## src/rtl/demux16_collect_pkg.sv

```systemverilog
// Shared encodings and defaults for the 1-to-16 serial-bit capture block,
// plus the 2-to-4 gate-level decoder used as the leaf of its one-hot tree.
package demux16_collect_pkg;

    localparam int WIDTH_DEF = 16;
    localparam int SEL_W_DEF = 4;

    localparam logic MODE_SEQ  = 1'b0;
    localparam logic MODE_ADDR = 1'b1;

    typedef enum logic [1:0] {
        ST_IDLE    = 2'b00,
        ST_COLLECT = 2'b01,
        ST_HOLD    = 2'b10
    } state_t;

    // a[0] is the MSB; result index 0 corresponds to a == 2'b00
    function automatic logic [0:3] dec2to4(input logic [0:1] a, input logic en);
        dec2to4 = {en & ~a[0] & ~a[1],
                   en & ~a[0] &  a[1],
                   en &  a[0] & ~a[1],
                   en &  a[0] &  a[1]};
    endfunction

endpackage

```

## src/rtl/demux16_onehot.sv

```systemverilog
// Combinational 4-to-16 one-hot decoder (zero latency, no handshake), built as a
// tree of five 2-to-4 decoders: one on sel[0:1] enabling four leaves on sel[2:3].
module demux16_onehot
    import demux16_collect_pkg::*;
(
    input  logic [0:3]  sel,
    input  logic        en,
    output logic [0:15] onehot
);

    logic [0:3] grp;

    assign grp = dec2to4(sel[0:1], en);

    for (genvar g = 0; g < 4; g++) begin : g_leaf
        assign onehot[4*g +: 4] = dec2to4(sel[2:3], grp[g]);
    end

endmodule

```

## src/rtl/demux16_collect.sv

```systemverilog
// Routes serial bits into addressed word positions; word valid 1 cycle after the 16th
// distinct write. in_ready only in COLLECT; completed word held until out_ack.
module demux16_collect
    import demux16_collect_pkg::*;
#(
    parameter int WIDTH = WIDTH_DEF,
    parameter int SEL_W = SEL_W_DEF
) (
    input  logic             clk,
    input  logic             rst_n,
    input  logic             start,
    input  logic             mode,
    input  logic             in_valid,
    input  logic             in_bit,
    input  logic [0:SEL_W-1] sel,
    output logic             in_ready,
    output logic [0:WIDTH-1] out,
    output logic [0:WIDTH-1] wr_mask,
    output logic             out_valid,
    input  logic             out_ack,
    output logic             busy
);

    state_t           state;
    state_t           state_nx;
    logic [0:SEL_W-1] cnt;
    logic [0:SEL_W-1] idx;
    logic             mode_q;
    logic             accept;
    logic             load;
    logic             done;
    logic [0:WIDTH-1] we;
    logic [0:WIDTH-1] mask_nx;

    // start wins over a simultaneous bit, which is dropped
    assign accept  = (state == ST_COLLECT) & in_valid & ~start;
    assign idx     = (mode_q == MODE_ADDR) ? sel : cnt;
    assign mask_nx = wr_mask | we;
    assign done    = accept & (&mask_nx);
    assign load    = start & ((state == ST_IDLE) | (state == ST_COLLECT) |
                              ((state == ST_HOLD) & out_ack));

    demux16_onehot u_onehot (
        .sel    (idx),
        .en     (accept),
        .onehot (we)
    );

    always_ff @(posedge clk or negedge rst_n) begin
        if (!rst_n) begin
            state <= ST_IDLE;
        end else begin
            state <= state_nx;
        end
    end

    always_comb begin
        state_nx = state;
        case (state)
            ST_IDLE:    if (start) state_nx = ST_COLLECT;
            ST_COLLECT: if (!start && done) state_nx = ST_HOLD;
            ST_HOLD:    if (out_ack) state_nx = start ? ST_COLLECT : ST_IDLE;
            default:    state_nx = ST_IDLE;
        endcase
    end

    always_comb begin
        in_ready  = (state == ST_COLLECT);
        out_valid = (state == ST_HOLD);
        busy      = (state != ST_IDLE);
    end

    always_ff @(posedge clk or negedge rst_n) begin
        if (!rst_n) begin
            out     <= '0;
            wr_mask <= '0;
            cnt     <= '0;
            mode_q  <= MODE_SEQ;
        end else if (load) begin
            out     <= '0;
            wr_mask <= '0;
            cnt     <= '0;
            mode_q  <= mode;
        end else if (accept) begin
            out     <= (out & ~we) | (we & {WIDTH{in_bit}});
            wr_mask <= mask_nx;
            if (mode_q == MODE_SEQ) begin
                cnt <= cnt + SEL_W'(1);
            end
        end
    end

endmodule

```

## config.mk

```make
export PLATFORM = sky130hd
export DESIGN_NAME = demux16_collect
export DESIGN_NICKNAME = d
export VERILOG_FILES = /design/src/rtl/demux16_collect_pkg.sv /design/src/rtl/demux16_onehot.sv /design/src/rtl/demux16_collect.sv
export SDC_FILE = /design/constraint.sdc
export NUM_CORES = 1
export LEC_CHECK = 0
export ABC_CLOCK_PERIOD_IN_PS = 4150
export CORE_AREA = 10 10 73 75
export CTS_BUF_LIST = sky130_fd_sc_hd__clkbuf_8 sky130_fd_sc_hd__clkbuf_16
export CTS_CLUSTER_SIZE = 12
export DETAILED_ROUTE_END_ITERATION = 8
export DIE_AREA = 0 0 83 85
export PLACE_DENSITY_LB_ADDON = 0.08
export SLEW_MARGIN = 20
export SYNTH_ARGS = -nofsm -noshare
export SYNTH_HDL_FRONTEND = slang
export SYNTH_SLANG_ARGS = --single-unit
```

## constraint.sdc

```tcl
create_clock -name clk -period 4.15 [get_ports clk]
set_input_delay 0.83 -clock clk [delete_from_list [all_inputs] [get_ports clk]]
set_output_delay 0.83 -clock clk [all_outputs]
set_load 0.01 [all_outputs]
```

==> results.toml <==
[yosys]
ys_seq_area_frac = 0.474
netlist_instances = 206
ys.flop_type = "dfrtp_1"
ys_ff_latch = 39
avgSynthCellArea_um2 = 9.99
synth_cell_types = 47
yosys_warnings = 0
synth_edf_count = 0
synthArstFlopShare = 1.00
synthesis.area_um2 = 2060
syn-num-nets = 218

[outcome]
status = "finished, final reports clean"

[route]
wl_per_cell_um = 17.3
drt-total-wl_mm = 5.22
drc = 0
dr.pass1.iters = 4
vias = 1731
ant_nets = 0
drtIter0Drc = 75
routed_via_density = 5.73

[grt]
first_global_vias = 1744
grt_usage = 0.146
grt_start_max_net_pins = 40
antenna_found_initial = 0
grt_pass1_wl_mm = 8.66
grt_overflow = 0

[clock_tree]
clock-sinks = 39
clock_path_buffers = 2
path_clk_slew_ns = 0.08
ctsHoldBuffers = 0
clk_latency_ns = 0.30
clockRootBuffer = "clkbuf_8"
ctsHtreeMaxLevel = 2
cts_setup_buffers = 0
cts_tree = "done"
numCtsBuffers = 5
cts_resized = 0

[timing]
hold_violations = 0
period_share = 0.813
fmax_mhz = 296
fin_crit_ns = 3.38
slew_headroom = 0.418
rsz0062_at_grt = "no"
slew_violations = 0
tightestPinTransition_ns = 0.873
setup_violations = 0
layout_setup_ws_ns = 0.774
setup_tns_ns = 0
fin_skew_ns = 0.00823

[floorplan]
die_y_um = 85
die_x_um = 83
die-area_um2 = 7060
core_region_area_um2 = 3910
start_util = 0.526
num_io_pins = 46
row_count = 23

[finish]
n_antenna_cell = 0
fin_nets = 263
stdcell_count = 302
drive_gt1_frac = 0.0833
syn2layout_area_growth_pct = 27.5

[placed_design]
portBuffers = 45
pre_cts_ws_ns = 0.524
gp_congestion = 0.850
place_hpwl_mm = 3.67
dp.cells = 294

[worst_setup_path]
endpoint = "state[1]"
startpoint = "start"
critical-path-max-stage-delay_ns = 0.60
crit_chain = "clkdlybuf4s50_1 > nand4bb_4 > nor2_1 > a21oi_1 > or4_1 > or4_1 > o21ai_1"
critPathLaunchType = "input pin"
crit_path_top_delay_cell = "or4_1"
cp.arrival_ns = 3.61
rr_worst_depth = 6
reg2reg_from = "mode_q"
reg2reg_to = "state[1]"
required_ns = 4.38
worst-path-max-fanout = 15
cp-end-kind = "flip-flop"
reg2reg_slack_ns = 1.09
crit_path_frequent_cell = "or4_1"
critical_path_class = "in -> reg"

[power_and_ir_drop]
powerDensity_nw_per_um2 = 279
ir_drop_mv = 0.237
power.leakage_uw = 0.00102

[run]
maxCapViolations = 0

[worst_hold_path]
hp-class = "reg -> reg"
## where the power goes
part / internal [uW] / switching, uW / total, uW
Sequential: 385 / 12.0 / 397
Combinational: 33.7 / 51.2 / 84.8
Clock: 113 / 136 / 250
Total: 532 / 200 / 732
## metal layers
layer / GRT usage / vias up / part of all wire
li1: - / 832 / -
met1: 0.173 / 860 / 0.45
met3: 0.0679 / 5 / 0.071
met4: 0.0480 / 0 / 0.010
met2: 0.231 / 34 / 0.47
met5: 0 / - / 0
## worst min-delay path by stage
| stage | slack (ns) | start | endpoint | depth (start not counted) |
|---|---|---|---|---|
| after global routing | 0.55 | out[15] | out[15] | 2 |
| after detailed placement | 0.51 | out[7] | out[7] | 2 |
| final | 0.53 | out[15] | out[15] | 2 |
| after floorplan | 0.53 | rst_n | cnt[0] | 0 |
| after global placement | 0.50 | wr_mask[15] | wr_mask[15] | 2 |
| after CTS | 0.53 | out[4] | out[4] | 2 |
## synthesized netlist by cell type (all sizes together) (2+ instances only)
master | count | area (um^2)
a2111oi | 3 | 70.1
a211oi | 6 | 55.1
a21boi | 2 | 15.0
a21oi | 14 | 70.1
buf | 3 | 20.0
clkbuf | 6 | 22.5
dfrtp | 39 | 976
inv | 3 | 11.3
mux2 | 4 | 45.0
mux2i | 13 | 130
nand2 | 19 | 71.3
nand2b | 3 | 18.8
nand3 | 9 | 45.0
nand3b | 2 | 15.0
nand4b | 2 | 17.5
nand4bb | 4 | 61.3
nor2 | 40 | 150
o21ai | 7 | 35.0
o22ai | 2 | 12.5
or3b | 2 | 17.5
or4 | 3 | 22.5
or4b | 3 | 30.0
## state kept, by name, indices dropped and copies added (netlist names)
register	count
wr_mask	16
cnt	4
mode_q	1
out	16
state	2
## through the flow
stage | instance area (um^2) | hold slack, ns | power, uW | util
6_report | 2620 | 0.525 | 732 | 0.670
5_1_grt | 2620 | 0.546 | 761 | 0.670
4_1_cts | 2620 | 0.528 | 736 | 0.670
3_5_place_dp | 2540 | 0.514 | 490 | 0.649
3_3_place_gp | 2540 | 0.500 | 489 | 0.649
2_1_floorplan | 2060 | 0.534 | 453 | -
## cells in the final DEF (no fill, tap or decap), drive strengths merged, types with 2 or more instances in the layout
cell type / n
nand3: 9
nand3b: 2
or4b: 3
nand4b: 2
buf: 3
or3b: 2
nor2: 40
a211oi: 6
o22ai: 2
nand4bb: 4
mux2i: 13
nand2: 19
mux2: 4
o21ai: 7
dfrtp: 39
or4: 3
a21boi: 2
a2111oi: 3
clkdlybuf4s50: 44
nand2b: 3
inv: 5
clkbuf: 5
a21oi: 14
## logic make-up after synthesis
family | synth area share
XOR/XNOR | 0.00852
AO/OA/AOI/OAI | 0.151
buffers and inverters | 0.0262
AND/OR/NAND/NOR | 0.248
multiplexers | 0.0852
adder cells (fa/ha/maj) | 0.00608
flip-flops | 0.474
## area by class of cell
| cell class | instances | area (um^2) |
|---|---|---|
| Sequential cell | 39 | 976 |
| Timing Repair Buffer | 47 | 460 |
| Clock inverter | 3 | 12.5 |
| Fill cell | 360 | 1290 |
| Clock buffer | 5 | 68.8 |
| Multi-Input combinational cell | 155 | 1030 |
| Inverter | 3 | 11.3 |
| Tap cell | 50 | 62.6 |
## critical path: cells and delay by family
family / cells / cell delay, ns
buffers and inverters: 1 / 0.48
AND/OR/NAND/NOR: 4 / 2.01
AO/OA/AOI/OAI: 2 / 0.30
Power figures use the tool's default switching activity.
